`src/rtl/upc_loop_profiler_if.sv`:
```
`default_nettype none
// ============================================================================
// Module      : upc_loop_profiler_if
// Description : Record stream between the loop profiler and its consumer
//               (CSV dumper or trace buffer). Valid/ready handshake; a record
//               is transferred when rec_valid && rec_ready.
// Revision    : 1.0 - initial release
// ============================================================================
interface upc_loop_profiler_if #(
    parameter int W = 97
) ();
    logic         rec_valid;
    logic [W-1:0] rec_data;
    logic         rec_ready;

    modport master (output rec_valid, output rec_data, input rec_ready);
    modport slave  (input rec_valid, input rec_data, output rec_ready);
endinterface
`default_nettype wire

```
`src/rtl/upc_loop_profiler.sv`:
```
`default_nettype none
// ============================================================================
// Module      : upc_loop_profiler
// Description : Cycle-accurate profiler for one pipelined HLS loop. Each loop
//               transaction is condensed into a record
//               {complete, ts_start, latency, iters, stalls} and queued in a
//               small first-word-fall-through FIFO.
// Revision    : 1.0 - initial release
// ============================================================================
module upc_loop_profiler #(
    parameter int TS_W  = 32,
    parameter int CNT_W = 16,
    parameter int DEPTH = 4
) (
    input  wire logic             clock,
    input  wire logic             reset,
    input  wire logic             loop_start,
    input  wire logic             loop_done,
    input  wire logic             iter_start,
    input  wire logic             iter_end,
    input  wire logic             stall,
    input  wire logic             finish,
    upc_loop_profiler_if.master   rec,
    output logic                  busy,
    output logic [CNT_W-1:0]      txn_count,
    output logic [CNT_W-1:0]      drop_count
);

    localparam int REC_W = 2*TS_W + 2*CNT_W + 1;
    localparam int AW    = $clog2(DEPTH);

    typedef enum logic [1:0] {
        S_IDLE = 2'd0,
        S_RUN  = 2'd1,
        S_HALT = 2'd2
    } state_t;

    state_t              state_q, state_d;
    logic [TS_W-1:0]     ts_q;
    logic [TS_W-1:0]     ts_start_q, ts_start_d;
    logic [CNT_W-1:0]    iters_q, iters_d, iters_inc;
    logic [CNT_W-1:0]    stalls_q, stalls_d, stalls_inc;
    logic [TS_W-1:0]     latency;
    logic                push;
    logic                push_complete;
    logic [REC_W-1:0]    push_data;

    logic [REC_W-1:0]    mem [DEPTH];
    logic [AW:0]         wr_ptr, rd_ptr;
    logic                fifo_empty, fifo_full, pop, push_ok;

    // iter_start only qualifies the iteration; it is not counted.
    logic unused_iter_start;
    assign unused_iter_start = iter_start;

    // Free-running timestamp, sticks at all-ones instead of wrapping.
    always_ff @(posedge clock or negedge reset) begin
        if (!reset)
            ts_q <= '0;
        else if (ts_q != {TS_W{1'b1}})
            ts_q <= ts_q + TS_W'(1);
    end

    // Counter values including this cycle's events, saturating.
    always_comb begin
        iters_inc  = (iter_end && iters_q != {CNT_W{1'b1}}) ? iters_q + CNT_W'(1) : iters_q;
        stalls_inc = (stall && stalls_q != {CNT_W{1'b1}}) ? stalls_q + CNT_W'(1) : stalls_q;
        latency    = ts_q - ts_start_q;
        push_data  = {push_complete, ts_start_q, latency, iters_inc, stalls_inc};
    end

    // Transaction FSM state and per-transaction accumulators.
    always_ff @(posedge clock or negedge reset) begin
        if (!reset) begin
            state_q    <= S_IDLE;
            ts_start_q <= '0;
            iters_q    <= '0;
            stalls_q   <= '0;
        end else begin
            state_q    <= state_d;
            ts_start_q <= ts_start_d;
            iters_q    <= iters_d;
            stalls_q   <= stalls_d;
        end
    end

    // Next-state logic; finish outranks loop_start, and a coincident
    // loop_done turns the finish push into a normal complete record.
    always_comb begin
        state_d       = state_q;
        ts_start_d    = ts_start_q;
        iters_d       = iters_q;
        stalls_d      = stalls_q;
        push          = 1'b0;
        push_complete = 1'b0;
        case (state_q)
            S_IDLE: begin
                if (finish) begin
                    state_d = S_HALT;
                end else if (loop_start) begin
                    state_d    = S_RUN;
                    ts_start_d = ts_q;
                    iters_d    = '0;
                    stalls_d   = '0;
                end
            end
            S_RUN: begin
                iters_d  = iters_inc;
                stalls_d = stalls_inc;
                if (loop_done) begin
                    push          = 1'b1;
                    push_complete = 1'b1;
                    if (finish) begin
                        state_d = S_HALT;
                    end else if (loop_start) begin
                        ts_start_d = ts_q;
                        iters_d    = '0;
                        stalls_d   = '0;
                    end else begin
                        state_d = S_IDLE;
                    end
                end else if (finish) begin
                    push    = 1'b1;
                    state_d = S_HALT;
                end
            end
            S_HALT: begin
                state_d = S_HALT;
            end
            default: begin
                state_d = S_IDLE;
            end
        endcase
    end

    // FIFO status; a pop at full frees the slot for a same-cycle push.
    always_comb begin
        fifo_empty = (wr_ptr == rd_ptr);
        fifo_full  = (wr_ptr[AW] != rd_ptr[AW]) && (wr_ptr[AW-1:0] == rd_ptr[AW-1:0]);
        pop        = !fifo_empty && rec.rec_ready;
        push_ok    = push && (!fifo_full || pop);
    end

    // Record storage and pointers.
    always_ff @(posedge clock or negedge reset) begin
        if (!reset) begin
            wr_ptr <= '0;
            rd_ptr <= '0;
            for (int i = 0; i < DEPTH; i++)
                mem[i] <= '0;
        end else begin
            if (push_ok) begin
                mem[wr_ptr[AW-1:0]] <= push_data;
                wr_ptr              <= wr_ptr + (AW+1)'(1);
            end
            if (pop)
                rd_ptr <= rd_ptr + (AW+1)'(1);
        end
    end

    // Saturating push/drop statistics.
    always_ff @(posedge clock or negedge reset) begin
        if (!reset) begin
            txn_count  <= '0;
            drop_count <= '0;
        end else if (push) begin
            if (push_ok) begin
                if (txn_count != {CNT_W{1'b1}})
                    txn_count <= txn_count + CNT_W'(1);
            end else if (drop_count != {CNT_W{1'b1}}) begin
                drop_count <= drop_count + CNT_W'(1);
            end
        end
    end

    // Head of FIFO drives the stream; data reads zero when nothing is queued.
    always_comb begin
        rec.rec_valid = !fifo_empty;
        rec.rec_data  = fifo_empty ? '0 : mem[rd_ptr[AW-1:0]];
        busy          = (state_q == S_RUN);
    end

endmodule
`default_nettype wire

```
`src/flat_wrapper.sv`:
```
// flat-port wrapper written by rule: the top's interface ports become plain ports
module upc_loop_profiler_flat 
#(
    parameter int TS_W  = 32,
    parameter int CNT_W = 16,
    parameter int DEPTH = 4
)
  (clock, reset, loop_start, loop_done, iter_start, iter_end, stall, finish, busy, txn_count, drop_count, rec_rec_valid, rec_rec_data, rec_rec_ready);
  upc_loop_profiler_if #(.W((2*TS_W + 2*CNT_W + 1))) rec_i ();
  input  wire logic clock;
  input  wire logic reset;
  input  wire logic loop_start;
  input  wire logic loop_done;
  input  wire logic iter_start;
  input  wire logic iter_end;
  input  wire logic stall;
  input  wire logic finish;
  output logic busy;
  output logic [CNT_W-1:0] txn_count;
  output logic [CNT_W-1:0] drop_count;
  output wire logic [$bits(rec_i.rec_valid)-1:0] rec_rec_valid;
  output wire logic [$bits(rec_i.rec_data)-1:0] rec_rec_data;
  input wire logic [$bits(rec_i.rec_ready)-1:0] rec_rec_ready;
  assign rec_rec_valid = rec_i.rec_valid;
  assign rec_rec_data = rec_i.rec_data;
  assign rec_i.rec_ready = rec_rec_ready;
  upc_loop_profiler #(.TS_W(TS_W), .CNT_W(CNT_W), .DEPTH(DEPTH)) u_core (.clock(clock), .reset(reset), .loop_start(loop_start), .loop_done(loop_done), .iter_start(iter_start), .iter_end(iter_end), .stall(stall), .finish(finish), .rec(rec_i), .busy(busy), .txn_count(txn_count), .drop_count(drop_count));
endmodule
```
`config.mk`:
```
export PLATFORM = sky130hd
export DESIGN_NAME = upc_loop_profiler_flat
export DESIGN_NICKNAME = d
export VERILOG_FILES = /design/src/rtl/upc_loop_profiler_if.sv /design/src/rtl/upc_loop_profiler.sv /design/src/flat_wrapper.sv
export SDC_FILE = /design/constraint.sdc
export NUM_CORES = 1
export LEC_CHECK = 0
export BUFFER_PORTS_ARGS = -buffer_cell sky130_fd_sc_hd__buf_2
export CAP_MARGIN = 20
export CELL_PAD_IN_SITES_DETAIL_PLACEMENT = 1
export CELL_PAD_IN_SITES_GLOBAL_PLACEMENT = 1
export CORE_MARGIN = 8
export CORE_UTILIZATION = 44
export DETAILED_ROUTE_END_ITERATION = 7
export MAX_ROUTING_LAYER = met4
export PLACE_DENSITY_LB_ADDON = 0.08
export SYNTH_ARGS = -nofsm -noshare
export SYNTH_HDL_FRONTEND = slang
export SYNTH_SLANG_ARGS = --single-unit
```
`constraint.sdc`:
```
create_clock -name clock -period 2.6 [get_ports clock]
set_input_delay 0.52 -clock clock [delete_from_list [all_inputs] [get_ports clock]]
set_output_delay 0.52 -clock clock [all_outputs]
set_load 0.02 [all_outputs]
```
==> key figures <==
Logic synthesis
  • Area share of the largest cell type after synthesis: roughly half
  • Fraction of registers with async set/reset: 100.0%
  • Cell variety after synth: just over 70
  • Netlist Area Pre-Place: 25510 um^2
  • Synth top area cells: dfrtp_1, mux4_2, nand2_1
  • Synth Register Bits: 524
  • Post-synthesis cell count: 2493
  • Seq/Total Area, Yosys: roughly 50%
  • Post-synth EDFFs: 0
  • Syn_area_per_cell: 10.23 um^2
  • Warnings, synthesis: 0
  • Main flop type after synthesis: dfrtp_1
  • Syn Nets: around 2500
  • Cell taking the most area after synthesis: dfrtp_1

CTS
  • H-tree depth: 2
  • Skew-Pair Late Insertion Delay: around 0.63 ns
  • Clock buffer count from CTS: between 50 and 60
  • CTS sink count: 524
  • CTS tree: built
  • Clock slew at reported path FFs: 0.06 ns
  • Root Driver: clkbuf_16
  • Clock buffer depth: 3

Final layout
  • Highest-count cells in the layout ignoring fill and taps: dfrtp_1, nand2_1, o21ai_0
  • Commonest non-fill, non-tap cell in the layout: dfrtp_1
  • Fin nets: ~2800
  • Fill cell count: 6212
  • Fin cells: between 3000 and 4000
  • Antenna Cells: 0
  • Layout cell share with drive strength beyond 1: around a quarter
  • P&R area growth vs syn: 22.20%

Timing
  • Clock period minus worst slack: slightly below 3 ns
  • Final Hold Fails: 0
  • WHS: 0.07447 ns
  • Crit share post-route: 112.4%
  • Final worst slack: -0.3228 ns
  • # setup viols final: 99
  • Clock skew after layout: between 0.01 and 0.015 ns
  • Max-slew violation count: 0
  • RSZ-0062 raised after global routing: yes
  • Fmax: ~0.34 GHz
  • Slew headroom: 59.32%
  • Worst slew pin tran: around 0.61 ns

Setup path
  • Slowest stage cell, crit path: dfrtp_4
  • Nature of the critical path startpoint: flop
  • Crit path max-delay family: buffers and inverters
  • Worst path required time: 2.08 ns
  • Critical Path AT: about 2.4 ns
  • CP startpoint: u_core.rd_ptr[0]
  • R2R Path Start: u_core.ts_start_q[10]
  • Cells along the critical path: xor2_1 -> nor3b_2 -> buf_6 -> buf_12 -> clkbuf_16 -> nor2b_1 -> buf_2
  • CP max FO: 12
  • CP max stage delay: 0.52 ns
  • CP Capture Type: primary output
  • Critical path class: reg2out
  • Bufs and invs on worst path: 4

Global routing
  • Initial antenna violation count: 0
  • Gr ovfl total: 0
  • Largest net degree at the start of global routing: 85
  • Number of global-route vias before repair: 21983
  • Global-route wire length before repair: 118900 um
  • GRT Total Usage: 22.56%

Job
  • Maxcap violations: 0

Pwr
  • Clock Power Share: around 38%
  • Pwr Density: about 700 nW/um^2
  • NetSw: roughly 6.7 mW
  • Combinational share of power: between 20% and 30%
  • Leak pwr: about 15 nW
  • Internal power: 15.74 mW
  • Sw Ratio: just under 30%
  • Sequential power share: between 30% and 40%
  • Peak VDD IR: 0.5527 mV

Place
  • I/O Buffers: about 140
  • Placed Cells: 3424
  • Final GP Congestion: ~0.85
  • Placed wire-length estimate: between 40000 and 50000 um

Hold path
  • Start point of the worst hold path: finish
  • Worst hold-check path type: in2reg

Die
  • Die area: between 60000 and 70000 um^2
  • Die extent in x: around 260 um
  • Number of cell rows: just under 90
  • Top-level I/O count: 140
  • Initial Util: 44.39%
  • Core footprint: ~57000 um^2
  • Die Ht: 256.8 um

Route
  • Post-Route WL: ~76000 um
  • Drt pass-1 iters: 5
  • Drt wl/cell: about 21 um
  • DRT iter0 DRCs: just over 1000
  • Vias per cell: 5.570
  • DRC Markers: 0
  • Via count: between 15000 and 20000
  • Routed Antenna Nets: 0

Status
  • Status: finished, violations left
  • Failing checks: negative setup slack
==> routing by layer <==
metal / share of wire (%) / vias up / GRT usage [%]
met5: 0 / - / -
met4: 2.6 / 0 / 6.881
met3: 3.0 / 119 / 2.662
met2: 52 / 302 / 39.43
met1: 43 / 10244 / 27.27
li1: - / 9157 / -
==> timing repair <==
action                                  in CTS  in global routing
hold buffers                                 1                  0
buffers inserted                             8                 10
pin swaps                                   12                 14
endpoints found under the setup margin     150                182
hold endpoints to repair                    35                  0
resized for setup                           42                 94
gates cloned                                 2                 11
==> registers in the layout, indices dropped and copies added (netlist names) <==
signal             cells
u_core.drop_count     16
u_core.rd_ptr          3
u_core.ts_q           32
u_core.iters_q        16
u_core.txn_count      16
u_core.wr_ptr          3
u_core.stalls_q       16
u_core.ts_start_q     32
u_core.mem           388
u_core.state_q         2
==> logic make-up after synthesis <==
group                    synth area share (%)
adder cells (fa/ha/maj)                 2.089
AND/OR/NAND/NOR                         16.31
flip-flops                              51.39
XOR/XNOR                                4.119
multiplexers                            10.61
buffers and inverters                   3.541
AO/OA/AOI/OAI                           11.94
==> metrics by stage <==
stage | utilization, % | setup slack [ns] | power [mW] | instance area [um^2] | setup TNS [ns]
floorplan | - | 0.007521 | 11.16 | 25520 | 0
global placement | 49.11 | -0.03908 | 12.96 | 28220 | -0.2469
detailed placement | 49.11 | -0.1446 | 13.04 | 28220 | -2.133
CTS | 53.04 | -0.3605 | 21.87 | 30490 | -28.54
global route | 54.25 | -0.3874 | 23.31 | 31180 | -31.79
finish | 54.25 | -0.3228 | 22.43 | 31180 | -23.42
==> synth_stat cells, types with 7 or more instances <==
| library cell | count |
|---|---|
| or3_1 | 11 |
| mux2_2 | 42 |
| inv_1 | 50 |
| mux4_2 | 97 |
| and2_1 | 7 |
| o31ai_1 | 12 |
| o21ai_0 | 370 |
| xor2_1 | 45 |
| nand4_1 | 40 |
| dfrtp_1 | 524 |
| nand3_1 | 56 |
| buf_4 | 21 |
| a21o_1 | 12 |
| nand2_1 | 513 |
| xnor2_1 | 75 |
| nor2_1 | 108 |
| buf_2 | 49 |
| a21oi_1 | 75 |
| clkbuf_1 | 72 |
| and3_1 | 26 |
| a31oi_1 | 14 |
| ha_1 | 41 |
| o211ai_1 | 14 |
| and4_1 | 11 |
| nor3_1 | 13 |
| nor2b_1 | 107 |
==> path summary, 6_finish.rpt <==
path | slack [ns] | cells past startpoint | end
setup / recovery | -0.32 | 7 | rec_rec_data[1]
hold / removal | 0.07 | 2 | u_core.state_q[0]
setup reg to reg | -0.06 | 11 | u_core.mem[339]
hold reg to reg | 0.48 | 2 | u_core.mem[43]
max in group asynchronous | 1.31 | 3 | u_core.mem[248]
min in group asynchronous | 0.43 | 2 | u_core.mem[383]
==> cell type report <==
class / instances / area [um^2] / area share (%)
sequential: 524 / 13120 / 42.08
clock inverter: 20 / 241.5 / 0.7745
tap: 765 / 957.2 / 3.070
multi-input combinational: 1770 / 11860 / 38.02
clock buffer: 84 / 1720 / 5.518
inverter: 50 / 191.4 / 0.6140
timing repair buffer: 346 / 3094 / 9.924
==> worst register-to-register path, cell delays in order (launching register included) <==
cell	delay, ns
dfrtp_1	0.32
inv_1	0.07
ha_1	0.36
buf_4	0.16
nand2_1	0.07
a21o_1	0.22
a31oi_2	0.35
o31ai_2	0.15
buf_4	0.16
xor2_1	0.14
buf_4	0.16
o21ai_0	0.37
==> power groups by stage <==
stage	logic [mW]	registers, mW	clock network [mW]
floorplan	2.55	8.61	0
global placement	4.31	8.66	0
detailed placement	4.36	8.67	0
CTS	4.71	8.53	8.64
global route	5.81	8.56	8.95
finish	5.43	8.54	8.46
Power figures use the tool's default switching activity.
